$ cat src/rtl/ahblite_busmatrix_arbiter_rr_pkg.sv
// Bus-matrix common definitions shared by the output-stage arbiter and its
// burst tracker: AHB-Lite HTRANS/HBURST encodings, output-stage port codes
// and the burst-length-to-remaining-beats helper.
package ahblite_busmatrix_arbiter_rr_pkg;

   typedef enum logic [1:0] {
      HTRANS_IDLE   = 2'b00,
      HTRANS_BUSY   = 2'b01,
      HTRANS_NONSEQ = 2'b10,
      HTRANS_SEQ    = 2'b11
   } htrans_t;

   typedef enum logic [2:0] {
      HBURST_SINGLE = 3'b000,
      HBURST_INCR   = 3'b001,
      HBURST_WRAP4  = 3'b010,
      HBURST_INCR4  = 3'b011,
      HBURST_WRAP8  = 3'b100,
      HBURST_INCR8  = 3'b101,
      HBURST_WRAP16 = 3'b110,
      HBURST_INCR16 = 3'b111
   } hburst_t;

   typedef enum logic [1:0] {
      PORT_NONE = 2'b00,
      PORT_SYS  = 2'b01,
      PORT_DMA  = 2'b10,
      PORT_ACC  = 2'b11
   } port_t;

   // Beats still to come after the NONSEQ of a burst of this type.
   function automatic logic [3:0] burst_beats_left(input logic [2:0] hburst);
      case (hburst)
         HBURST_WRAP4,  HBURST_INCR4:  burst_beats_left = 4'd3;
         HBURST_WRAP8,  HBURST_INCR8:  burst_beats_left = 4'd7;
         HBURST_WRAP16, HBURST_INCR16: burst_beats_left = 4'd15;
         default:                      burst_beats_left = 4'd0;
      endcase
   endfunction

   // Request-vector bit for a port code: bit0 SYS, bit1 DMA, bit2 ACC.
   function automatic logic [2:0] port_onehot(input port_t p);
      case (p)
         PORT_SYS: port_onehot = 3'b001;
         PORT_DMA: port_onehot = 3'b010;
         PORT_ACC: port_onehot = 3'b100;
         default:  port_onehot = 3'b000;
      endcase
   endfunction

endpackage

$ cat src/rtl/ahblite_busmatrix_arbiter_rr_burst_tracker.sv
// Burst tracker for one output stage. Follows the muxed slave-side transfer
// stream and tells the arbiter when ownership must not move.
//   HCLK, HRESET        clock, async active-high reset
//   HREADY, HSEL        output-stage handshake / select
//   HTRANS, HBURST      output-stage muxed transfer type / burst type
//   acc                 transfer accepted this cycle
//   locked              owner must be kept at this edge
module ahblite_burst_tracker
   import ahblite_busmatrix_arbiter_rr_pkg::*;
(
   input  logic       HCLK,
   input  logic       HRESET,
   input  logic       HREADY,
   input  logic       HSEL,
   input  logic [1:0] HTRANS,
   input  logic [2:0] HBURST,
   output logic       acc,
   output logic       locked
);

   logic [3:0] count, count_nxt;
   logic       incr_lock, incr_lock_nxt;

   always_comb begin
      acc           = HREADY & HSEL & HTRANS[1];
      count_nxt     = count;
      incr_lock_nxt = incr_lock;

      if (acc && HTRANS == HTRANS_NONSEQ)
         count_nxt = burst_beats_left(HBURST);
      else if (acc && HTRANS == HTRANS_SEQ && count != 4'd0)
         count_nxt = count - 4'd1;

      if (acc && HTRANS == HTRANS_NONSEQ && HBURST == HBURST_INCR)
         incr_lock_nxt = 1'b1;
      else if (HREADY && (HTRANS == HTRANS_IDLE || HTRANS == HTRANS_NONSEQ))
         incr_lock_nxt = 1'b0;

      // Judged on the post-edge view: the NONSEQ that opens a burst already
      // locks the owner, and the last SEQ beat releases it, so the grant can
      // move on the very edge that accepts the final beat.
      locked = (count_nxt != 4'd0) | incr_lock_nxt | (HTRANS == HTRANS_BUSY);
   end

   always_ff @(posedge HCLK or posedge HRESET)
      if (HRESET) begin
         count     <= 4'd0;
         incr_lock <= 1'b0;
      end else if (HREADY) begin
         count     <= count_nxt;
         incr_lock <= incr_lock_nxt;
      end

endmodule

$ cat src/rtl/ahblite_busmatrix_arbiter_rr.sv
// Registered round-robin (or fixed-priority) arbiter for one AHB-Lite
// bus-matrix output stage shared by SYS, DMA and ACC.
//   HCLK, HRESET                 clock, async active-high reset
//   REQ_SYS/REQ_DMA/REQ_ACC      per-master TRANS_HOLD & HSEL
//   HREADY, HSEL, HTRANS, HBURST muxed output-stage bus
//   PORT_SEL                     owner: 01 SYS, 10 DMA, 11 ACC
//   PORT_NOSEL                   1 = no owner, output stage drives idle
// Outputs come straight from flops, which breaks the mux->HTRANS->arbiter loop.
module ahblite_busmatrix_arbiter_rr
   import ahblite_busmatrix_arbiter_rr_pkg::*;
#(
   parameter int MAX_HOLD   = 16,
   parameter int FIXED_PRIO = 0
) (
   input  logic       HCLK,
   input  logic       HRESET,
   input  logic       REQ_SYS,
   input  logic       REQ_DMA,
   input  logic       REQ_ACC,
   input  logic       HREADY,
   input  logic       HSEL,
   input  logic [1:0] HTRANS,
   input  logic [2:0] HBURST,
   output logic [1:0] PORT_SEL,
   output logic       PORT_NOSEL
);

   localparam logic [7:0] HOLD_MAX = 8'(MAX_HOLD);

   port_t      port_q, port_d, rr_q, rr_d, pick;
   logic       nosel_q, nosel_d;
   logic [7:0] hold_q, hold_d, hold_inc;
   logic [2:0] req, owner_oh, cand;
   logic       acc, locked, others, own_req;

   ahblite_burst_tracker u_trk (
      .HCLK   (HCLK),
      .HRESET (HRESET),
      .HREADY (HREADY),
      .HSEL   (HSEL),
      .HTRANS (HTRANS),
      .HBURST (HBURST),
      .acc    (acc),
      .locked (locked)
   );

   // First requester strictly after the pointer in SYS->DMA->ACC order.
   function automatic port_t rr_pick(input logic [2:0] c, input port_t ptr);
      case (ptr)
         PORT_SYS: rr_pick = c[1] ? PORT_DMA : (c[2] ? PORT_ACC : PORT_SYS);
         PORT_DMA: rr_pick = c[2] ? PORT_ACC : (c[0] ? PORT_SYS : PORT_DMA);
         default:  rr_pick = c[0] ? PORT_SYS : (c[1] ? PORT_DMA : PORT_ACC);
      endcase
   endfunction

   function automatic port_t fixed_pick(input logic [2:0] c);
      fixed_pick = c[0] ? PORT_SYS : (c[1] ? PORT_DMA : PORT_ACC);
   endfunction

   always_comb begin
      req      = {REQ_ACC, REQ_DMA, REQ_SYS};
      owner_oh = nosel_q ? 3'b000 : port_onehot(port_q);
      others   = |(req & ~owner_oh);
      own_req  = |(req & owner_oh);
      // Tenure count including the transfer accepted on this edge.
      hold_inc = (acc && others && hold_q < HOLD_MAX) ? hold_q + 8'd1 : hold_q;
      // The current owner only competes when nobody else is asking; this also
      // keeps the tenure cap meaningful under fixed priority.
      cand     = others ? (req & ~owner_oh) : req;
      pick     = (FIXED_PRIO != 0) ? fixed_pick(cand) : rr_pick(cand, rr_q);

      port_d   = port_q;
      nosel_d  = nosel_q;
      rr_d     = rr_q;
      hold_d   = hold_q;

      if (HREADY) begin
         hold_d = others ? hold_inc : 8'd0;
         if (!locked) begin
            if (req == 3'b000) begin
               nosel_d = 1'b1;
               hold_d  = 8'd0;
            end else if (own_req && (MAX_HOLD == 0 || hold_inc < HOLD_MAX || !others)) begin
               port_d  = port_q;
            end else begin
               port_d  = pick;
               nosel_d = 1'b0;
               rr_d    = pick;
               if (nosel_q || pick != port_q)
                  hold_d = 8'd0;
            end
         end
      end
   end

   always_ff @(posedge HCLK or posedge HRESET)
      if (HRESET) begin
         port_q  <= PORT_NONE;
         nosel_q <= 1'b1;
         rr_q    <= PORT_ACC;
         hold_q  <= 8'd0;
      end else begin
         port_q  <= port_d;
         nosel_q <= nosel_d;
         rr_q    <= rr_d;
         hold_q  <= hold_d;
      end

   assign PORT_SEL   = port_q;
   assign PORT_NOSEL = nosel_q;

endmodule

$ cat config.mk
export PLATFORM = sky130hd
export DESIGN_NAME = ahblite_busmatrix_arbiter_rr
export DESIGN_NICKNAME = d
export VERILOG_FILES = /design/src/rtl/ahblite_busmatrix_arbiter_rr_pkg.sv /design/src/rtl/ahblite_busmatrix_arbiter_rr_burst_tracker.sv /design/src/rtl/ahblite_busmatrix_arbiter_rr.sv
export SDC_FILE = /design/constraint.sdc
export NUM_CORES = 1
export LEC_CHECK = 0
export CORE_ASPECT_RATIO = 1.75
export CORE_MARGIN = 3
export CORE_UTILIZATION = 35
export CTS_BUF_LIST = sky130_fd_sc_hd__clkbuf_4
export CTS_CLUSTER_SIZE = 24
export DETAILED_ROUTE_END_ITERATION = 10
export GPL_TIMING_DRIVEN = 0
export SYNTH_ARGS = -nofsm -noshare
export SYNTH_HDL_FRONTEND = slang
export SYNTH_SLANG_ARGS = --single-unit
$ cat constraint.sdc
create_clock -name HCLK -period 2.4 [get_ports HCLK]
set_input_delay 0.36 -clock HCLK [delete_from_list [all_inputs] [get_ports HCLK]]
set_output_delay 0.36 -clock HCLK [all_outputs]
set_load 0.005 [all_outputs]
Word-level counts from Yosys, hierarchy flattened

Cells that the tools add are included.

Bits in registers: 18
Bits of input ports: 12
Output and inout port bits: 3
Logic and storage cells: 83

Add/sub/neg operators: 2
Magnitude comparators: 2
Equality and inequality tests: 17
Multiplexer cells: 23
Bitwise logic cells: 10
Reduce and logical (&&, ||, !) cells: 23

Operators by type and width:

| kind                                                                   | count |
|---|---|
| 8-bit two-way mux                                                      | 6 |
| 8-bit by 5-bit < comparator with 1-bit output (second input constant)  | 2 |
| 3-bit equality test (second input constant)                            | 4 |
| 4-bit case mux with 3 select lines                                     | 1 |
| 2-bit equality test (second input constant)                            | 5 |
| 2-bit two-way mux                                                      | 5 |
| 3-bit case mux with 3 select lines                                     | 1 |
| 8-bit by 1-bit adder with 8-bit output (second input constant)         | 1 |
| 1-bit logical AND                                                      | 8 |
| 4-bit two-way mux                                                      | 2 |
| 4-bit nonzero test                                                     | 2 |
| 3-bit AND                                                              | 2 |
| 2-bit by 1-bit equality test with 1-bit output (second input constant) | 3 |
| 3-bit by 2-bit equality test with 1-bit output (second input constant) | 2 |
| 3-bit two-way mux                                                      | 2 |
| 2-bit OR reduction                                                     | 3 |
| 3-bit OR reduction                                                     | 2 |
| 1-bit two-way mux                                                      | 5 |
| 2-bit case mux with 2 select lines                                     | 1 |
| 4-bit AND reduction                                                    | 1 |
| 4-bit by 1-bit subtractor with 4-bit output (second input constant)    | 1 |
| 3-bit by 1-bit equality test with 1-bit output (second input constant) | 1 |
| 3-bit zero test                                                        | 1 |
| 1-bit logical OR                                                       | 3 |
| 9 further kinds                                                        | 13 |

Depth between registers and ports, before layout

Gate-level depths: netlist (run 1).

Depth in word-level cells: 16
Depth in mapped cells: 9
Mapped depth without buffers: 9

By module

A second synthesis (run 1) with hierarchy kept.

Cells, all modules: 156
Area total of the unflattened synthesis: 1413.9 µm²

By module, submodules not included:

| module                       | times used | cells each | area each (µm²) | seq. area each (µm²) |
|---|---|---|---|---|
| ahblite_busmatrix_arbiter_rr | 1          | 114        | 1037.2          | 329.1 |
| ahblite_burst_tracker        | 1          | 42         | 376.6           | 125.1 |

Worst setup path before layout (run 1)

Ideal clock, no wire load.

Kind: register to register
Start: reg u_trk.count[0]
End: reg hold_q[4]
Arrival time: 2.297 ns
Slack: -0.031 ns
Stages on the path, launching flop included: 10
Cell sequence: dfrtp_1 -> inv_1 -> ha_1 -> or3b_2 -> o21a_1 -> o22a_1 -> nor4_2 -> a21oi_1 -> nor3_2 -> o22ai_1

Longest elaborated chain between the ends: 8

Ends and longest elaborated chain:

| what                                                                                | line                                             | RTL |
|---|---|---|
| start, declared                                                                     | ahblite_busmatrix_arbiter_rr_burst_tracker.sv:21 | `logic [3:0] count, count_nxt;` |
| start signal, assigned                                                              | ahblite_busmatrix_arbiter_rr_burst_tracker.sv:50 | `count <= count_nxt;` |
| branches (longest 2 deep; another with 4-bit by 1-bit subtractor with 4-bit output) | --                                               |  |
| 4-bit two-way mux *                                                                 | ahblite_busmatrix_arbiter_rr_burst_tracker.sv:31 | `else if (acc && HTRANS == HTRANS_SEQ && count != 4'd0)` |
| 4-bit two-way mux *                                                                 | ahblite_busmatrix_arbiter_rr_burst_tracker.sv:29 | `if (acc && HTRANS == HTRANS_NONSEQ)` |
| 4-bit nonzero test *                                                                | ahblite_busmatrix_arbiter_rr_burst_tracker.sv:42 | `locked = (count_nxt != 4'd0) \| incr_lock_nxt \| (HTRANS == HTRANS_BUSY);` |
| 1-bit OR * (2 in series)                                                            | ahblite_busmatrix_arbiter_rr_burst_tracker.sv:42 |  |
| 8-bit two-way mux *                                                                 | ahblite_busmatrix_arbiter_rr.sv:79               | `if (!locked) begin` |
| end signal, assigned                                                                | ahblite_busmatrix_arbiter_rr.sv:106              | `hold_q <= hold_d;` |
| end, declared                                                                       | ahblite_busmatrix_arbiter_rr.sv:32               | `logic [7:0] hold_q, hold_d, hold_inc;` |

Every way passes the cells marked *.
A chain may end at the register's enable or synchronous reset.

Final worst setup path (run 1)

Start: reg u_trk.count[1]
End: reg hold_q[3]

Same word-level chain as after synthesis.

==> impl_results.html, run 1 <==
<table>
<tr><th>Metric</th><th>Value</th></tr>
<tr><th colspan="2">Route</th></tr>
<tr><td>Post-detailed-routing wire length</td><td>3.40 mm</td></tr>
<tr><td>1st-pass router iterations</td><td>4</td></tr>
<tr><td>Vias</td><td>1,283</td></tr>
<tr><td>Vias/cell</td><td>~5.6</td></tr>
<tr><td>Number of nets still failing antenna checks after routing</td><td>0</td></tr>
<tr><td>Final routed DRC violation total</td><td>0</td></tr>
<tr><td>Initial DRC count</td><td>18</td></tr>
<tr><td>Routed WL per cell</td><td>about 15 µm</td></tr>
<tr><th colspan="2">Hold path</th></tr>
<tr><td>Number of instances on the worst hold path</td><td>3</td></tr>
<tr><td>Endpoint of the worst hold-timing path</td><td>PORT_NOSEL$_DFFE_PP1P_</td></tr>
<tr><td>Path category of the worst min-delay check</td><td>input port to register</td></tr>
<tr><td>Worst Hold Launch</td><td>HREADY</td></tr>
<tr><th colspan="2">Run status</th></tr>
<tr><td>Run status</td><td>finished, violations left</td></tr>
<tr><td>Violated checks</td><td>setup timing</td></tr>
<tr><th colspan="2">Setup path</th></tr>
<tr><td>FF-to-FF Start</td><td>u_trk.count[1]$_DFFE_PP0P_</td></tr>
<tr><td>Category of the worst setup path launch point</td><td>register</td></tr>
<tr><td>Crit. End Element</td><td>register</td></tr>
<tr><td>Type of the worst setup path</td><td>register to register</td></tr>
<tr><td>Largest fanout on the critical path</td><td>3</td></tr>
<tr><td>R2R Path End</td><td>hold_q[3]$_DFFE_PP0P_</td></tr>
<tr><td>CP arrival</td><td>2740 ps</td></tr>
<tr><td>R2R Setup Slk</td><td>-100 ps</td></tr>
<tr><td>Required time of the worst setup path</td><td>around 2600 ps</td></tr>
<tr><td>Worst R2R Path Depth</td><td>11</td></tr>
<tr><th colspan="2">Finish</th></tr>
<tr><td>Final nets</td><td>201</td></tr>
<tr><td>Synth-to-layout area growth</td><td>37.4%</td></tr>
<tr><td>Post-layout utilization of the core</td><td>roughly half</td></tr>
<tr><td>Multi-input combinational cell area</td><td>~870 µm²</td></tr>
<tr><td>Register area</td><td>about 450 µm²</td></tr>
<tr><td>Most common cell after layout, fill and taps aside</td><td>sky130_fd_sc_hd__buf_4</td></tr>
<tr><td>Number of antenna cells inserted</td><td>0</td></tr>
<tr><td>Post-route cell area</td><td>0.00177 mm²</td></tr>
<tr><td>Number of fill cells</td><td>327</td></tr>
<tr><td>Ratio of cells with drive above 1 in the final layout</td><td>between 30% and 40%</td></tr>
<tr><td>Most frequent cells in the layout</td><td>sky130_fd_sc_hd__buf_4, sky130_fd_sc_hd__dfrtp_1, sky130_fd_sc_hd__nand2_1</td></tr>
<tr><th colspan="2">Synth</th></tr>
<tr><td>Top-area cell type share of the netlist area</td><td>between 20 and 30%</td></tr>
<tr><td>Number of distinct library cell variants in the gate-level netlist after synthesis</td><td>50</td></tr>
<tr><td>Largest area contributor in the synthesized netlist</td><td>sky130_fd_sc_hd__dfrtp_1</td></tr>
<tr><td>Compound-cell area share of the yosys netlist</td><td>23.2%</td></tr>
<tr><td>Mux cell area share after synthesis</td><td>under 10%</td></tr>
<tr><td>Xor-xnor portion of the synthesized cell area</td><td>0%</td></tr>
<tr><td>Most used flip-flop cell after synthesis</td><td>sky130_fd_sc_hd__dfrtp_1</td></tr>
<tr><td>Count of flip-flops with a built-in enable after synthesis</td><td>0</td></tr>
<tr><td>Share of synthesized cell area in full adder, half adder and majority cells</td><td>between 3 and 4%</td></tr>
<tr><td>Post-synthesis area per instance</td><td>between 8 and 9 µm²</td></tr>
<tr><td>Synthesized Nets</td><td>between 150 and 200</td></tr>
<tr><td>Synth warn</td><td>0</td></tr>
<tr><td>Leading post-synthesis cells by cell area</td><td>sky130_fd_sc_hd__dfrtp_1, sky130_fd_sc_hd__dfstp_2, sky130_fd_sc_hd__ha_1</td></tr>
<tr><td>Flip-flop and latch count after synthesis</td><td>18</td></tr>
<tr><td>Dominant combinational cell family by area after synthesis</td><td>simple AND/OR/NAND/NOR gates</td></tr>
<tr><td>Sequential-to-total area share from yosys stat</td><td>between 30% and 40%</td></tr>
<tr><td>FFs w/ async S/R, synth</td><td>100%</td></tr>
<tr><td>Post-Synthesis Cell Area</td><td>between 0.001 and 0.0015 mm²</td></tr>
<tr><td>Cell count after synthesis</td><td>between 100 and 150</td></tr>
<tr><td>Simple-Gate Fraction of Synth Area</td><td>26.4%</td></tr>
<tr><th colspan="2">Floorplan</th></tr>
<tr><td>Die area</td><td>between 0.004 and 0.005 mm²</td></tr>
<tr><td>I/O Pins</td><td>15</td></tr>
<tr><td>Core Box Area</td><td>0.00347 mm²</td></tr>
<tr><td>Chip height</td><td>approximately 86 µm</td></tr>
<tr><td>Die width</td><td>about 52 µm</td></tr>
<tr><td>Total number of placement rows</td><td>28</td></tr>
<tr><td>Initial core utilization</td><td>a little under two fifths</td></tr>
<tr><th colspan="2">Power</th></tr>
<tr><td>Maximum resistive drop on vdd</td><td>0.000475 V</td></tr>
<tr><td>Total leakage power</td><td>between 0.7 and 0.8 nW</td></tr>
<tr><td>Total chip power</td><td>roughly 1.6 mW</td></tr>
<tr><td>Power density over the cells</td><td>917 mW/mm²</td></tr>
<tr><th colspan="2">Place</th></tr>
<tr><td>DPL Wire Length</td><td>approximately 2.3 mm</td></tr>
<tr><td>Area after detailed placement</td><td>0.00147 mm²</td></tr>
<tr><td>Port bufs</td><td>10</td></tr>
<tr><td>DP Worst Slack</td><td>-485 ps</td></tr>
<tr><td>RePlAce Congestion</td><td>0.754</td></tr>
<tr><th colspan="2">Clock network</th></tr>
<tr><td>TritonCTS Buffers</td><td>3</td></tr>
<tr><td>Clock root buffer master</td><td>sky130_fd_sc_hd__clkbuf_4</td></tr>
<tr><td>Clock slew seen by the registers of the worst setup and hold paths</td><td>around 110 ps</td></tr>
<tr><td>Max clock buf depth</td><td>2</td></tr>
<tr><td>Clock insertion delay at the later pin of the skew report</td><td>around 300 ps</td></tr>
<tr><td>Number of H-tree branching levels</td><td>1</td></tr>
<tr><td>Clock sink count</td><td>18</td></tr>
<tr><td>Post-CTS Hold Buffers</td><td>0</td></tr>
<tr><td>TritonCTS clock tree</td><td>yes</td></tr>
<tr><th colspan="2">Global routing</th></tr>
<tr><td>Sum of overflow across all layers after global routing</td><td>0</td></tr>
<tr><td>First-pass GRT wire length</td><td>5.78 mm</td></tr>
<tr><td>Via count of the first global-routing pass</td><td>1,394</td></tr>
<tr><td>Pin count of the biggest net entering global routing</td><td>19</td></tr>
<tr><td>Number of antenna violations at the first check in global routing</td><td>0</td></tr>
<tr><td>Global Route Usage Sum</td><td>between 15 and 20%</td></tr>
<tr><th colspan="2">STA</th></tr>
<tr><td>Max-slew violation total from the final report</td><td>0</td></tr>
<tr><td>Worst rel slew slack</td><td>53.4%</td></tr>
<tr><td>Final min period</td><td>roughly 2500 ps</td></tr>
<tr><td>Final worst-path setup slack</td><td>-101 ps</td></tr>
<tr><td>Timing-limited maximum frequency</td><td>roughly 400 MHz</td></tr>
<tr><td>Hold violation total from the final report</td><td>0</td></tr>
<tr><td>Fin Clk Skew</td><td>approximately 8.2 ps</td></tr>
<tr><td>Finish-stage setup viols</td><td>10</td></tr>
<tr><td>Worst slew pin tran</td><td>698 ps</td></tr>
<tr><td>Crit share post-route</td><td>104%</td></tr>
<tr><td>Setup repair after global routing missed its margin</td><td>yes</td></tr>
<tr><th colspan="2">Run</th></tr>
<tr><td>Number of max-cap violations</td><td>0</td></tr>
</table>
[stage by stage]
stage	TNS, ps	instances	hold slack (ps)
5_1_grt	-1840	229	405
3_5_place_dp	-5030	204	495
4_1_cts	-886	227	386
2_1_floorplan	-9.49	149	296
6_report	-684	229	376
3_3_place_gp	-4210	204	486
[repair_timing]
item / CTS / global route
setup endpoints to repair: 12 / 12
pin swaps: 16 / 6
resized for setup: 19 / 8
setup buffers: 19 / 3
[layer usage]
| metal | GRT usage [%] | wire, µm |
|---|---|---|
| met3 | 1.55 | 80 |
| met2 | 30.7 | 1920 |
| met1 | 17.4 | 1300 |
| met4 | 9.07 | 98 |
| met5 | 0 | 0 |
[worst max path at each step]
stage                         endpoint  cells past startpoint                       start
2_1_floorplan    hold_q[1]$_DFFE_PP0P_                      9         rr_q[0]$_DFFE_PP1P_
3_3_place_gp   PORT_SEL[0]$_DFFE_PP0P_                      9                   HTRANS[0]
3_5_place_dp   PORT_SEL[0]$_DFFE_PP0P_                      9                   HTRANS[0]
4_1_cts          hold_q[5]$_DFFE_PP0P_                     11         rr_q[0]$_DFFE_PP1P_
5_1_grt          hold_q[3]$_DFFE_PP0P_                     11  u_trk.count[1]$_DFFE_PP0P_
6_report         hold_q[3]$_DFFE_PP0P_                     11  u_trk.count[1]$_DFFE_PP0P_
[cell type report]
cell class / count / area share (%)
Multi-Input combinational cell: 109 / 49.0
Tap cell: 45 / 3.18
Sequential cell: 18 / 25.7
Timing Repair Buffer: 32 / 15.6
Buffer: 8 / 2.26
Clock inverter: 1 / 0.212
Inverter: 13 / 2.76
Clock buffer: 3 / 1.27
[cells by family after synthesis]
family,after synthesis
compound gates,40
fa+ha+maj,4
buf+inv,22
flops,18
mux,5
simple gates,60
[sequential cells by signal, summed over array words and instances, names as in the netlist]
register	flops
hold_q	8
PORT_SEL	2
rr_q	2
u_trk.incr_lock	1
u_trk.count	4
PORT_NOSEL	1
[cell usage after synthesis (4+ instances only)]
cell type and count:
sky130_fd_sc_hd__ha_1 4, sky130_fd_sc_hd__nand3_1 7, sky130_fd_sc_hd__dfrtp_1 15, sky130_fd_sc_hd__inv_1 12, sky130_fd_sc_hd__nor2_1 7, sky130_fd_sc_hd__o21ai_0 9, sky130_fd_sc_hd__nor3_1 7, sky130_fd_sc_hd__nor2b_1 6
sky130_fd_sc_hd__clkbuf_1 4, sky130_fd_sc_hd__nand2_1 11, sky130_fd_sc_hd__a21oi_1 7, sky130_fd_sc_hd__buf_2 4
[worst max-delay path: stages, from the launching register on]
cell	delay, ps
sky130_fd_sc_hd__dfrtp_1	410
sky130_fd_sc_hd__inv_2	90
sky130_fd_sc_hd__ha_4	140
sky130_fd_sc_hd__or3b_4	390
sky130_fd_sc_hd__o21a_1	220
sky130_fd_sc_hd__buf_4	130
sky130_fd_sc_hd__o32ai_1	280
sky130_fd_sc_hd__nor4_4	110
sky130_fd_sc_hd__a21oi_2	300
sky130_fd_sc_hd__buf_4	170
sky130_fd_sc_hd__nor3_1	40
sky130_fd_sc_hd__nor3_2	160
[where the power goes]
group | internal [mW] | switching (mW)
Sequential | 0.380 | 0.0554
Clock | 0.0607 | 0.100
Combinational | 0.504 | 0.522
No activity file was read; power rests on OpenSTA's default activity.
==> inputs of run 2 (changes only) <==
--- a/constraint.sdc
+++ b/constraint.sdc
@@ -3,2 +3,2 @@
 set_output_delay 0.36 -clock HCLK [all_outputs]
-set_load 0.005 [all_outputs]
+set_load 0.01 [all_outputs]
==> results of run 2 <==
The final DEF is identical to that of run 1. Status: finished, violations left: setup timing.
Among the figures that moved: total power 1.62 mW -> 1.63 mW
==> inputs of run 3 (changes only) <==
SLEW_MARGIN = 10   (was default)
==> results of run 3 <==
The final DEF is identical to that of run 1. Status: finished, violations left: setup timing.
Among the figures that moved: total power 1.62 mW -> 1.63 mW
==> edit 1, RTL diff (config.mk and constraints of run 3) <==
`MAX_HOLD`: 16 -> 8.
--- a/src/rtl/ahblite_busmatrix_arbiter_rr.sv
+++ b/src/rtl/ahblite_busmatrix_arbiter_rr.sv
@@ -11,3 +11,3 @@
 #(
-   parameter int MAX_HOLD   = 16,
+   parameter int MAX_HOLD   = 8,
    parameter int FIXED_PRIO = 0
Function: changed (Yosys sat finds a counterexample within 10 cycles, from zero or initial values and one cycle with HRESET high).
==> edit 1 against run 3 <==
  * The run still ends with negative setup slack left
  * Total power increased by 0.29%
  * Sequential cell count stayed put
  * Synthesized area up 5.2%
  * Critical path depth decreased by 3
  * Utilization down 5.4 points
  * Highest routed layer unchanged
  * Final area is 5.4% lower
  * Wire length up 2.2%
  * Combinational power is 4% lower
  * Clock skew is 0.0036 ns higher
  * Sequential share of layout area increased by 1.5 points
  * Setup slack lost 0.28 ns
  * Non-clock buffer count fell by 16
==> edit 1: results (changes against run 3) <==
Run status
  – Result of the run: complete, but fails checks
  – Failing checks: negative setup slack

Clock network
  – Number of H-tree levels: 1 (unchanged)
  – Total clock buffers created by CTS: 3 (unchanged)
  – Number of buffers between clock root and the deepest sink: 2 (unchanged)
  – Reg clk slew, reported paths: 0.12 ns
  – Clock network latency to the later pin of the worst-skew pair: 0.30 ns (about the same)
  – Root buffer cell: clkbuf_4

Finish
  – Ant diodes: 0 (unchanged)
  – Utilization of the core after routing: 45.65% (-5.4 points)
  – Largest registers in the final layout: hold_q (8), u_trk.count (4)
  – Fillers: 372 (+14%)
  – Layout Nets: 187 (-7.0%)
  – Share of cells above drive strength 1: 19.41% (-16 points)

Synth
  – Most numerous cell types in the synthesized netlist: inv_1 (16), dfrtp_1 (15), nor2_1 (11)
  – Top post-synthesis cells by area: dfrtp_1 (28%), dfstp_2 (5.8%), inv_1 (4.4%)
  – Sequential cell area fraction in the yosys report: 33.52% (-1.8 points)
  – Count of unique library cells instantiated by Yosys: 51 (+2.0%)
  – Warning count from the yosys run: 0 (unchanged)
  – Syn Nets: 164 (-0.61%)
  – Share of synthesized flip-flops with an asynchronous set or reset: 100.0% (unchanged)

Timing
  – Final setup vio count: 13 (+3)
  – Setup ws final: -0.3777 ns (-0.2767 ns)
  – Final setup TNS: -3.696 ns (-3.012 ns)
  – Maximum clock skew at final layout: 0.01181 ns (+0.003596 ns)
  – Normalized max-slew margin: 51.18% (-2.2 points)

Routing
  – Overall routed net length: 3471 µm (+2.2%)
  – Number of detailed-route iterations in the first pass: 4 (unchanged)
  – Via count normalized by instance count: 5.787 (+3.3%)
  – Detailed router's first-iteration violation count: 26 (+8)

Placement
  – Half-perimeter wire length after placement: 2600 µm (+14%)
  – Worst slack at placement: -0.7553 ns (-0.2698 ns)
  – Number of buffer cells added on primary ports: 13 (+3)
  – Area of placed instances: 1560 µm² (+6.2%)
  – Global placement routability congestion: 0.7931 (+5.2%)

Critical path
  – Worst-case reg-to-reg path depth: 8 (-3)
  – Critical Path Slowest Stage Cell: or4b_4
  – Crit-path leading delay family: simple AND/OR/NAND/NOR gates
  – Endpoint of the worst register-to-register path: PORT_SEL[1]
  – CP max FO: 4 (+1)
  – Delay of the slowest cell on the worst path: 0.51 ns (+0.10 ns)
  – Worst setup path startpoint: u_trk.count[0]
  – Arrival time of data at the critical path endpoint: 2.96 ns (+0.22 ns)
  – Crit path kind: register to register

Global routing
  – First-pass GRT wire length: 6037 µm (+4.4%)
  – Initial antenna violation count: 0 (unchanged)
  – Largest net degree at the start of global routing: 19 (unchanged)
  – Number of global-route vias before repair: 1312 (-5.9%)
  – Total Routing Usage GR: 17.26% (+0.73 points)

Power
  – Lkg Pwr: 0.6982 nW (-6.2%)
  – Peak supply drop: 0.5658 mV (+19%)

Min path
  – Hold WC Path Type: input port to asynchronous set/reset pin
==> edit 1: changes by cell type after synthesis, sizes merged, moves of 4 or more <==
cell    change
mux2        +4
buf         -4
nand2       -7
a21oi       -4
o221ai      +4
nand2b      +4
==> edit 1: worst reg2reg max path: cells and delay by family (launching register included) <==
| family | cells | cell delay, ns |
|---|---|---|
| simple gates | 3 | 1.20 |
| compound gates | 3 | 0.56 |
| flops | 1 | 0.43 |
| buf+inv | 1 | 0.13 |
| mux | 1 | 0.33 |
==> edit 1: power breakdown <==
part	internal [mW]	switching, mW	leakage [nW]	total [mW]
logic	0.440	0.547	0.463	0.987
registers	0.405	0.0801	0.220	0.486
clock network	0.0605	0.102	0.0154	0.162
==> edit 1: cell type report <==
type,instances,area share [%]
tap,46,3.441
inverter,16,3.590
sequential,18,27.15
multi-input combinational,108,52.36
clock buffer,3,1.346
buffer,6,1.421
clock inverter,1,0.2244
timing repair buffer,18,10.47
==> edit 1: timing repair <==
action,in CTS,in global routing
pin swaps,3,3
gates resized for setup,8,8
gates cloned,0,0
buffers inserted,5,0
endpoints found under the setup margin,12,13
==> edit 1: layer usage <==
metal | up-vias | track usage [%] | wire length [µm]
met5 | - | 0 | 0
met4 | 0 | 9.535 | 116
met3 | 12 | 2.867 | 121
met2 | 32 | 32.13 | 1962
met1 | 609 | 17.44 | 1271
li1 | 597 | - | -
==> edit 1: worst min path at each step <==
| stage | end | slack, ns | start |
|---|---|---|---|
| finish | hold_q[0] | 0.48 | HRESET |
| global route | hold_q[0] | 0.51 | HRESET |
| CTS | hold_q[0] | 0.50 | HRESET |
| detailed placement | u_trk.incr_lock | 0.51 | u_trk.incr_lock |
| global placement | u_trk.incr_lock | 0.48 | u_trk.incr_lock |
| floorplan | PORT_SEL[0] | 0.30 | HRESET |
==> edit 1: through the flow <==
| stage | power [mW] | hold slack, ns | cells |
|---|---|---|---|
| after floorplan | 1.116 | 0.2964 | 148 |
| after global placement | 1.322 | 0.4846 | 207 |
| after detailed placement | 1.354 | 0.5136 | 207 |
| after CTS | 1.591 | 0.4964 | 216 |
| after global routing | 1.787 | 0.5070 | 216 |
| final | 1.635 | 0.4772 | 216 |
==> edit 1: cell families after synthesis <==
logic type	share of synthesized area (%)
mux	5.725
compound gates	28.07
flops	33.52
buf+inv	6.186
fa+ha+maj	3.694
simple gates	22.81
==> edit 2, RTL diff (config.mk and constraints of run 3) <==
Made on the original files. Take the reset off `hold_q` and load it in a clocked block of its own.
--- a/src/rtl/ahblite_busmatrix_arbiter_rr.sv
+++ b/src/rtl/ahblite_busmatrix_arbiter_rr.sv
@@ -100,3 +100,2 @@
          rr_q    <= PORT_ACC;
-         hold_q  <= 8'd0;
       end else begin
@@ -105,4 +104,7 @@
          rr_q    <= rr_d;
-         hold_q  <= hold_d;
       end
+
+   always_ff @(posedge HCLK) begin
+      hold_q <= hold_d;
+   end
 
Check against the original RTL: no difference found for any inputs over 10 cycles, from zero or initial values and one cycle with HRESET high; that may be too few to reach the edited logic, so the function may still have changed.
==> edit 2 against run 3 <==
  * Utilization fell by 5.2 points
  * Setup slack gained 0.17 ns
  * Final area increased by 1.1%
  * Synthesized area is 12% higher
  * Synthesized cell count unchanged
  * Sequential cell count unchanged
  * Wire length down 0.77%
  * Total power grew 13%
  * Global-route usage down 2.4 points
  * Via count decreased by 3.1%
  * Highest routed layer unchanged
  * Combinational power up 8%
  * Cell count fell by 3.9%
==> edit 2: results (changes against run 3) <==
Run status
  – Result of the run: complete, no violations

Placement
  – Global placement routability congestion: 0.8170 (+8.4%)
  – Post-Place Cells: 209 (+2.5%)
  – Number of buffer cells added on primary ports: 12 (+2)
  – Worst slack at placement: -0.8416 ns (-0.3562 ns)
  – Half-perimeter wire length after placement: 2556 µm (+12%)

Routing
  – Overall routed net length: 3371 µm (-0.77%)
  – Detailed router's first-iteration violation count: 29 (+11)

Synth
  – Synthesized instance count: 149 (unchanged)
  – Post-synth EDFFs: 8 (+8)
  – Share of synthesized flip-flops with an asynchronous set or reset: 55.56% (-44 points)
  – Most used DFF post-synth: edfxtp_1
  – Most numerous cell types in the synthesized netlist: a21oi_1 (12), nand2_1 (12), o21ai_0 (11)
  – XOR/XNOR share of the synthesized area: 1.825% (+1.8 points)
  – Sequential cell area fraction in the yosys report: 34.32% (-0.96 points)
  – Top post-synthesis cells by area: edfxtp_1 (17%), dfrtp_1 (12%), dfstp_2 (5.5%)
  – Count of unique library cells instantiated by Yosys: 55 (+10%)
  – Post-synthesis share of cell area spent on full adders, half adders and majority gates: 3.475% (-0.41 points)

Min path
  – Hold WC Path Type: input port to asynchronous set/reset pin

Global routing
  – Number of global-route vias before repair: 1203 (-14%)
  – Largest net degree at the start of global routing: 11 (-8)

Timing
  – Fin. Hold Viols: 0 (unchanged)
  – Maximum clock skew at final layout: 0.01453 ns (+0.006320 ns)
  – Normalized max-slew margin: 52.11% (-1.3 points)

Critical path
  – Critical Path Slowest Stage Cell: or4_4
  – Delay of the slowest cell on the worst path: 0.57 ns (+0.16 ns)
  – Critical Path End: hold_q[2]
  – Arrival time of data at the critical path endpoint: 2.40 ns (-0.34 ns)
  – Worst R2R Setup Slack: 0.10 ns (+0.20 ns)
  – Worst-case reg-to-reg path depth: 8 (-3)
  – Worst setup path startpoint: HSEL

Clock network
  – Number of gates resized after CTS: 7 (-12)

Power
  – Sequential group power: 0.555 mW (+28%)
  – Peak supply drop: 0.5282 mV (+11%)
  – Sequential share of power: 30.1% (+3.4 points)
  – Lkg Pwr: 0.7128 nW (-4.2%)
  – Internal power component: 1.067 mW (+13%)

Finish
  – Final Instance Count excl. Fillers: 220 (-3.9%)
  – Layout Nets: 189 (-6.0%)
edit 2: cell count changes after synthesis, moves of 3 or more:
cell and delta:
or2_2 -3, clkbuf_1 -4, edfxtp_1 +8, a21oi_1 +5, o22ai_1 -3, mux2_1 +3, nor3_1 -3, inv_1 -3
dfrtp_1 -8, nor2_1 -3
edit 2: routing by layer:
layer	track usage, %	vias to the layer above	wire length [µm]
li1	-	607	-
met1	15.37	599	1294
met2	24.10	29	1882
met3	1.983	8	108
met4	8.732	0	85
met5	0	-	0
edit 2: final cells by class:
cell class,count,area (µm²)
buffer,7,58.81
clock buffer,4,30.03
fill,394,2116
inverter,9,33.78
multi-input combinational,115,914.6
sequential,18,495.5
tap,48,60.06
timing repair buffer,19,195.2
edit 2: worst reg2reg max path, stage by stage, from the launching register on:
cell,delay (ns)
dfrtp_1,0.42
buf_4,0.15
o31a_1,0.26
o21ai_1,0.11
o21ai_1,0.14
or4_4,0.57
nor3_4,0.22
buf_12,0.14
a21oi_1,0.06
